File: src/rtl/rgb2ycbcr_if.sv
// Pixel stream bundle for the RGB -> YCbCr converter: upstream RGB side and
// downstream YCbCr side, each with its own valid/ready pair.
interface rgb2ycbcr_if;
    logic [7:0] r;
    logic [7:0] g;
    logic [7:0] b;
    logic       vld_i;
    logic       rdy_o;
    logic [7:0] y;
    logic [7:0] cb;
    logic [7:0] cr;
    logic       blk_last_o;
    logic       vld_o;
    logic       rdy_i;

    // Valid/ready: a beat moves on a rising edge where valid and ready are both
    // high; the sender holds data stable while valid is high and ready is low.
    modport slave (
        input  r, g, b, vld_i, rdy_i,
        output rdy_o, y, cb, cr, blk_last_o, vld_o
    );

    modport master (
        output r, g, b, vld_i, rdy_i,
        input  rdy_o, y, cb, cr, blk_last_o, vld_o
    );
endinterface

File: src/rtl/rgb2ycbcr.sv
// BT.601 studio-range RGB -> YCbCr converter: 3-stage shift-add pipeline with
// one global stall enable and a last-of-block tag every PIX_PER_BLK pixels.
module rgb2ycbcr #(
    parameter int PIX_PER_BLK = 64
) (
    input  logic         clk,
    input  logic         rst_n,
    rgb2ycbcr_if.slave   bus
);
    localparam int CW = $clog2(PIX_PER_BLK);

    logic          en;
    logic          in_xfer;
    logic [CW-1:0] cnt;

    logic          v1, v2, v3;
    logic          l1, l2, l3;
    logic [15:0]   p_yr, p_yg, p_yb, p_cbr, p_cbg, p_cbb, p_crr, p_crg, p_crb;
    logic [17:0]   s_y, s_cb, s_cr;
    logic [9:0]    ys, cbs, crs;
    logic [10:0]   t_y, t_cb, t_cr;
    logic [7:0]    y_q, cb_q, cr_q;
    logic [15:0]   r16, g16, b16;

    // The whole pipe moves as one; bubbles are not squeezed out during a stall.
    assign en        = !v3 || bus.rdy_i;
    assign in_xfer   = bus.vld_i && en;
    assign bus.rdy_o = en;

    assign r16 = {8'b0, bus.r};
    assign g16 = {8'b0, bus.g};
    assign b16 = {8'b0, bus.b};

    function automatic logic [7:0] sat8(input logic [10:0] v);
        if (v[10])
            return 8'd0;
        else if (v[9:8] != 2'b00)
            return 8'hFF;
        else
            return v[7:0];
    endfunction

    always_ff @(posedge clk or negedge rst_n) begin
        if (!rst_n)
            cnt <= '0;
        else if (in_xfer)
            cnt <= cnt + CW'(1);
    end

    always_ff @(posedge clk or negedge rst_n) begin
        if (!rst_n) begin
            v1 <= 1'b0; l1 <= 1'b0;
            p_yr <= '0; p_yg <= '0; p_yb <= '0;
            p_cbr <= '0; p_cbg <= '0; p_cbb <= '0;
            p_crr <= '0; p_crg <= '0; p_crb <= '0;
        end else if (en) begin
            v1    <= bus.vld_i;
            l1    <= in_xfer && (cnt == CW'(PIX_PER_BLK - 1));
            p_yr  <= (r16 << 6) + (r16 << 1);                 // 66
            p_yg  <= (g16 << 7) + g16;                        // 129
            p_yb  <= (b16 << 4) + (b16 << 3) + b16;           // 25
            p_cbr <= (r16 << 5) + (r16 << 2) + (r16 << 1);    // 38
            p_cbg <= (g16 << 6) + (g16 << 3) + (g16 << 1);    // 74
            p_cbb <= (b16 << 7) - (b16 << 4);                 // 112
            p_crr <= (r16 << 7) - (r16 << 4);                 // 112
            p_crg <= (g16 << 7) - (g16 << 5) - (g16 << 1);    // 94
            p_crb <= (b16 << 4) + (b16 << 1);                 // 18
        end
    end

    assign s_y  = 18'd128 + {2'b0, p_yr} + {2'b0, p_yg} + {2'b0, p_yb};
    assign s_cb = 18'd128 + {2'b0, p_cbb} - {2'b0, p_cbr} - {2'b0, p_cbg};
    assign s_cr = 18'd128 + {2'b0, p_crr} - {2'b0, p_crg} - {2'b0, p_crb};

    // Taking bits [17:8] of the two's complement sum is the floor shift by 8;
    // every result fits a signed 10-bit field.
    always_ff @(posedge clk or negedge rst_n) begin
        if (!rst_n) begin
            v2 <= 1'b0; l2 <= 1'b0;
            ys <= '0; cbs <= '0; crs <= '0;
        end else if (en) begin
            v2  <= v1;
            l2  <= l1;
            ys  <= s_y[17:8];
            cbs <= s_cb[17:8];
            crs <= s_cr[17:8];
        end
    end

    assign t_y  = {ys[9], ys}   + 11'd16;
    assign t_cb = {cbs[9], cbs} + 11'd128;
    assign t_cr = {crs[9], crs} + 11'd128;

    always_ff @(posedge clk or negedge rst_n) begin
        if (!rst_n) begin
            v3 <= 1'b0; l3 <= 1'b0;
            y_q <= '0; cb_q <= '0; cr_q <= '0;
        end else if (en) begin
            v3   <= v2;
            l3   <= v2 && l2;
            y_q  <= v2 ? sat8(t_y)  : 8'd0;
            cb_q <= v2 ? sat8(t_cb) : 8'd0;
            cr_q <= v2 ? sat8(t_cr) : 8'd0;
        end
    end

    assign bus.vld_o      = v3;
    assign bus.blk_last_o = l3;
    assign bus.y          = y_q;
    assign bus.cb         = cb_q;
    assign bus.cr         = cr_q;
endmodule

File: src/flat_wrapper.sv
// flat-port wrapper written by rule: the top's interface ports become plain ports
module rgb2ycbcr_flat 
#(
    parameter int PIX_PER_BLK = 64
)
  (clk, rst_n, bus_r, bus_g, bus_b, bus_vld_i, bus_rdy_i, bus_rdy_o, bus_y, bus_cb, bus_cr, bus_blk_last_o, bus_vld_o);
  rgb2ycbcr_if bus_i ();
  input  logic clk;
  input  logic rst_n;
  input wire logic [$bits(bus_i.r)-1:0] bus_r;
  input wire logic [$bits(bus_i.g)-1:0] bus_g;
  input wire logic [$bits(bus_i.b)-1:0] bus_b;
  input wire logic [$bits(bus_i.vld_i)-1:0] bus_vld_i;
  input wire logic [$bits(bus_i.rdy_i)-1:0] bus_rdy_i;
  output wire logic [$bits(bus_i.rdy_o)-1:0] bus_rdy_o;
  output wire logic [$bits(bus_i.y)-1:0] bus_y;
  output wire logic [$bits(bus_i.cb)-1:0] bus_cb;
  output wire logic [$bits(bus_i.cr)-1:0] bus_cr;
  output wire logic [$bits(bus_i.blk_last_o)-1:0] bus_blk_last_o;
  output wire logic [$bits(bus_i.vld_o)-1:0] bus_vld_o;
  assign bus_i.r = bus_r;
  assign bus_i.g = bus_g;
  assign bus_i.b = bus_b;
  assign bus_i.vld_i = bus_vld_i;
  assign bus_i.rdy_i = bus_rdy_i;
  assign bus_rdy_o = bus_i.rdy_o;
  assign bus_y = bus_i.y;
  assign bus_cb = bus_i.cb;
  assign bus_cr = bus_i.cr;
  assign bus_blk_last_o = bus_i.blk_last_o;
  assign bus_vld_o = bus_i.vld_o;
  rgb2ycbcr #(.PIX_PER_BLK(PIX_PER_BLK)) u_core (.clk(clk), .rst_n(rst_n), .bus(bus_i));
endmodule
File: config.mk
export PLATFORM = sky130hd
export DESIGN_NAME = rgb2ycbcr_flat
export DESIGN_NICKNAME = d
export VERILOG_FILES = /design/src/rtl/rgb2ycbcr_if.sv /design/src/rtl/rgb2ycbcr.sv /design/src/flat_wrapper.sv
export SDC_FILE = /design/constraint.sdc
export NUM_CORES = 1
export LEC_CHECK = 0
export BUFFER_PORTS_ARGS = -buffer_cell sky130_fd_sc_hd__buf_4
export CAP_MARGIN = 40
export CORE_UTILIZATION = 54
export DETAILED_ROUTE_END_ITERATION = 8
export PLACE_DENSITY_LB_ADDON = 0.3
export SLEW_MARGIN = 20
export SYNTH_ARGS = -nofsm -noshare
export SYNTH_HDL_FRONTEND = slang
export SYNTH_SLANG_ARGS = --single-unit
File: constraint.sdc
create_clock -name clk -period 4.2 [get_ports clk]
set_clock_uncertainty 0.05 [all_clocks]
set_input_delay 0.84 -clock clk [delete_from_list [all_inputs] [get_ports clk]]
set_output_delay 0.84 -clock clk [all_outputs]
set_load 0.03 [all_outputs]
## Word level (Yosys, flattened, before mapping)

Index checks and enable logic that the tools add are counted.
Widths: inputs -> output; s select.

- Input port bits: 28
- Flip-flop bits (word level): 210

- Mux-type cells: 9
- $add $sub $neg: 26
- Eq/ne operators: 1
- Reduce and logical (&&, ||, !) cells: 8

Operators by type and width:

| kind | count |
|---|---|
| $mux 8 | 9 |
| $sub 18x16->18 | 4 |
| $add 8x16->17 const A | 3 |
| $add 18x16->18 | 2 |
| $add 16x9->16 | 2 |
| $sub 15x12->16 | 2 |
| $add 10x9->11 const B | 2 |
| $add 15x8->16 | 1 |
| $add 16x8->16 | 1 |
| $sub 15x13->16 | 1 |
| $sub 16x9->16 | 1 |
| $add 14x11->15 | 1 |
| $add 14x9->15 | 1 |
| $add 13x10->14 | 1 |
| $add 12x11->13 | 1 |
| $add 12x9->13 | 1 |
| $add 10x6->11 const B | 1 |
| $add 6x1->6 const B | 1 |
| $eq 6x6->1 const B | 1 |
| $reduce_bool 2->1 | 3 |
| $logic_and 1x1->1 | 3 |
| $logic_not 1->1 | 1 |
| $logic_or 1x1->1 | 1 |

## Longest topological paths before layout

- Depth in word-level cells: 5
- Gate-level depth with buffers: 13

## Worst setup path after synthesis

OpenSTA, ideal clock, no wires.

- Kind: input -> register
- Start: in bus_b[0]
- End: reg u_core.p_yb[11]
- Setup slack: 1.154 ns
- Stages: 12
- Required time: 4.021 ns
- Library setup time: 0.129 ns
- Buffers on the path: 0
- Data arrival time: 2.867 ns
- Path through: ha_1 > inv_1 > fa_1 > inv_1 > ha_1 > a21o_1 > a21oi_1 > nor2b_1 > o21ai_0 > or2_2 > xnor2_1 > o21ai_1

- Cells in the longest elaborated chain, start to end: 2

RTL lines:

| element | RTL line | RTL |
|---|---|---|
| start: declaration | flat_wrapper.sv:12 | `input wire logic [$bits(bus_i.b)-1:0] bus_b;` |
| $add 12x11->13 | rgb2ycbcr.sv:61 | `p_yb <= (b16 << 4) + (b16 << 3) + b16;` |
| $add 16x8->16 (*) | rgb2ycbcr.sv:61 |  |
| end signal: assignment | rgb2ycbcr.sv:61 |  |
| end: declaration | rgb2ycbcr.sv:18 | `logic [15:0] p_yr, p_yg, p_yb, p_cbr, p_cbg, p_cbb, p_crr, p_crg, p_crb;` |

Mark *: on every way between the ends. The rest lies on a longest branch, timed or not.
A chain may end at the register's enable or synchronous reset.

## Worst setup path in the final report

- Start: reg u_core.p_cbb[7]
- End: reg u_core.cbs[9]

- Cells in the longest elaborated chain, start to end: 3

RTL lines:

| element | RTL line | RTL |
|---|---|---|
| start: declaration | rgb2ycbcr.sv:18 |  |
| start signal: assignment | rgb2ycbcr.sv:64 | `p_cbb <= (b16 << 7) - (b16 << 4);` |
| $add 8x16->17 | rgb2ycbcr.sv:72 | `assign s_cb = 18'd128 + {2'b0, p_cbb} - {2'b0, p_cbr} - {2'b0, p_cbg};` |
| $sub 18x16->18 (2 in series) | rgb2ycbcr.sv:72 |  |
| end signal: assignment | rgb2ycbcr.sv:85 | `cbs <= s_cb[17:8];` |
| end: declaration | rgb2ycbcr.sv:20 | `logic [9:0] ys, cbs, crs;` |

Every way passes these cells.

==> metrics <==
clock share of power 14.9%; worst r2r src u_core.p_cbb[7]; most frequent cells in the layout dfrtp_1 (179), nand2_1 (175), inv_1 (162), ha_1 (147), o21ai_0 (132); switching share of total power 44.7%; vias in the first global route 9822; accumulated negative setup slack 0 ns; yosys warns 0; Setup Buffers After CTS 0; initial antenna violation count 0; outcome finished clean; critical path fanouts, max 5; crit path DAT 3.69 ns; Final Critical Period 3.36 ns; Worst Tran Pin Value 0.661 ns; critical path's most frequent cell ha_1; # nets final 1747; RePlAce Congestion 0.918; # port buffers 54; CTS buffer count 17; Worst slew margin 55.9%; first-pass GRT wire length 49300 µm; Logic pwr share 57.6%; max-capacitance violation count 0; Clock Latency Late Sink 0.43 ns; CTS tree built; register bit total from synthesis 179; Pint 5670 µW; Critical Path RT 4.53 ns; Chip Height 159 µm; CP max stage delay 0.47 ns; synthesized instance count 1492; Critical path origin u_core.p_cbb[7]; cts hold-fix bufs 0; period utilisation layout 80.0%; ant diodes 0; gr ovfl total 0; io pins 55; fin. max-slew vios 0; Crit-path slowest cell fa_1; commonest non-fill, non-tap cell in the layout dfrtp_1; Avg Cell Area, Syn 8.87 µm²; FP Rows 56; Detailed Routing Iterations Pass 1 5; Hold Crit Class input pin to asynchronous set/reset pin; DRT iter0 DRCs 646; total core area 23800 µm²; vias per inst 5.52; Max Freq 298 MHz; Initial Util 55.7%; unrepaired setup endpoints after global routing no; Leakage 0.00695 µW; hold violation total from the final report 0; EDFF count, synth 0; post_cts resized 0; Layout Utilization 61.1%; crit-path cells ha_1, xor2_1, fa_1, ha_1, and4_1, a221oi_1, o21ai_0, a21oi_2, o21ai_1, a211oi_1, a21o_1; final instance area 14500 µm²; Reg power frac 27.6%; Synth Flop Type dfrtp_1; H-tree levels 4; final WL 30200 µm; DR vias 10300; PwrDens 707 nW/µm²; worst hold slack 0.254 ns; Total GRT Usage 25.6%; CP Launch Type flip-flop; Placed Instance Area 14000 µm²; largest net degree at the start of global routing 156; Syn-to-layout area delta 9.67%; final setup fails 0; Sink Count 179; DIE AREA 25100 µm²; Synth Net Count 1710; Clock Path Buffers 2; Final HPWL DP 22900 µm; sw power 4590 µW; sequential area share after synthesis 33.8%; Routed Antenna Nets 0; root buffer cell clkbuf_16; chip width 159 µm; wire per inst 16.2 µm; CP Capture Type flip-flop; Setup Crit Path Kind flip-flop to flip-flop; Synth Cell Area 13200 µm²; flop2flop setup slack 0.84 ns; # DRC 0; post-synth cell types 75; FFs w/ async S/R, synth 100%; share of layout cells above drive strength 1 7.59%; Max rail drop VDD 0.340 mV; clock transition at the registers of the reported paths 0.07 ns
==> flip-flops by register name, summed over array words and instances, names as in the netlist <==
signal and cells:
u_core.ys 10, u_core.bus.cr 8, u_core.cbs 10, u_core.bus.vld_o 1
u_core.p_cbb 12, u_core.bus.blk_last_o 1, u_core.v1 1, u_core.p_yb 13
u_core.bus.cb 8, u_core.crs 10, u_core.p_cbr 12, u_core.p_cbg 13
u_core.cnt 6, u_core.p_yg 15, u_core.v2 1, u_core.p_crr 12
u_core.p_crg 15, u_core.p_yr 13, u_core.l2 1, u_core.p_crb 8
u_core.bus.y 8, u_core.l1 1
==> kinds of logic (layout without fill, tap and decap cells) <==
logic type / after synthesis / count (layout) / synth area share (%)
xor+xnor: 129 / 129 / 8.59
simple gates: 433 / 433 / 14.8
buf+inv: 205 / 255 / 5.94
fa+ha+maj: 190 / 190 / 20.4
flops: 179 / 179 / 33.8
compound gates: 355 / 355 / 16.4
mux: 1 / 1 / 0.0850
==> per-stage QoR <==
stage               cells  worst slack [ns]  power (µW)
floorplan            1492              1.15        7300
detailed placement   1829             0.762        8720
finish               1861             0.841       10300
CTS                  1861             0.838       10300
global route         1861             0.589       11200
global placement     1828             0.855        8510
==> synthesized netlist by cell type, drive strengths merged, types with 3 or more instances <==
library cell | count | area share [%]
nand3 | 28 | 1.1
a221oi | 4 | 0.31
o21ai | 140 | 5.3
a21oi | 98 | 3.8
nor3 | 15 | 0.57
nor2b | 11 | 0.52
o21bai | 11 | 0.62
inv | 163 | 4.6
and3 | 8 | 0.38
o21a | 13 | 0.74
nand4 | 9 | 0.43
o211ai | 5 | 0.32
o22ai | 3 | 0.19
nor4 | 3 | 0.24
ha | 147 | 14
fa | 43 | 6.5
o41ai | 5 | 0.39
nand2b | 21 | 0.99
nand2 | 176 | 5.0
a21o | 26 | 1.5
a32o | 3 | 0.23
xnor2 | 80 | 5.3
or2 | 7 | 0.33
a31oi | 3 | 0.14
dfrtp | 179 | 34
a211oi | 11 | 0.66
buf | 6 | 0.17
nor3b | 4 | 0.23
nand3b | 3 | 0.17
clkbuf | 34 | 1.0
o31ai | 14 | 0.79
xor2 | 49 | 3.2
nor2 | 131 | 3.7
and3b | 5 | 0.33
o2111ai | 3 | 0.20
==> power by group through the flow <==
stage / combinational, µW / clock (µW) / sequential (µW)
floorplan: 4400 / 0 / 2890
global placement: 5680 / 0 / 2830
detailed placement: 5860 / 0 / 2850
CTS: 5940 / 1540 / 2820
global route: 6710 / 1610 / 2910
finish: 5900 / 1520 / 2830
==> per-layer routing <==
layer | part of all wire [%] | vias to the layer above | wire length [µm] | GRT usage, %
met5 | 0 | - | 0 | 0
met4 | 1.5 | 0 | 461 | 6.82
met3 | 4.8 | 30 | 1450 | 4.06
met2 | 46 | 181 | 13900 | 40.0
met1 | 48 | 4972 | 14400 | 36.8
li1 | - | 5092 | - | -
==> critical path: cells and delay by family (launching register included) <==
kind	cells	cell delay [ns]
AOI/OAI and AO/OA	6	1.21
and+or+nand+nor	1	0.26
xor gates and xnor gates	1	0.21
DFF	1	0.43
adders and majority gates	3	1.14
==> area by class of cell <==
| class | count | area, µm² |
|---|---|---|
| clock buffers | 20 | 447 |
| fillers | 2081 | 9230 |
| well taps | 319 | 399 |
| clock inverters | 12 | 97.6 |
| flip-flops and latches | 179 | 4480 |
| multi-input cells | 1108 | 7980 |
| inverters | 164 | 618 |
| repair buffers | 59 | 504 |
==> final timing paths <==
kind,end,cells after the start
max,u_core.cbs[9],11
min in group clk,u_core.l2,2
max reg2reg,u_core.cbs[9],11
min,u_core.p_crg[13],1
min reg2reg,u_core.l2,2
max in group asynchronous,u_core.p_crr[15],3
(Power assumes the default switching activity.)
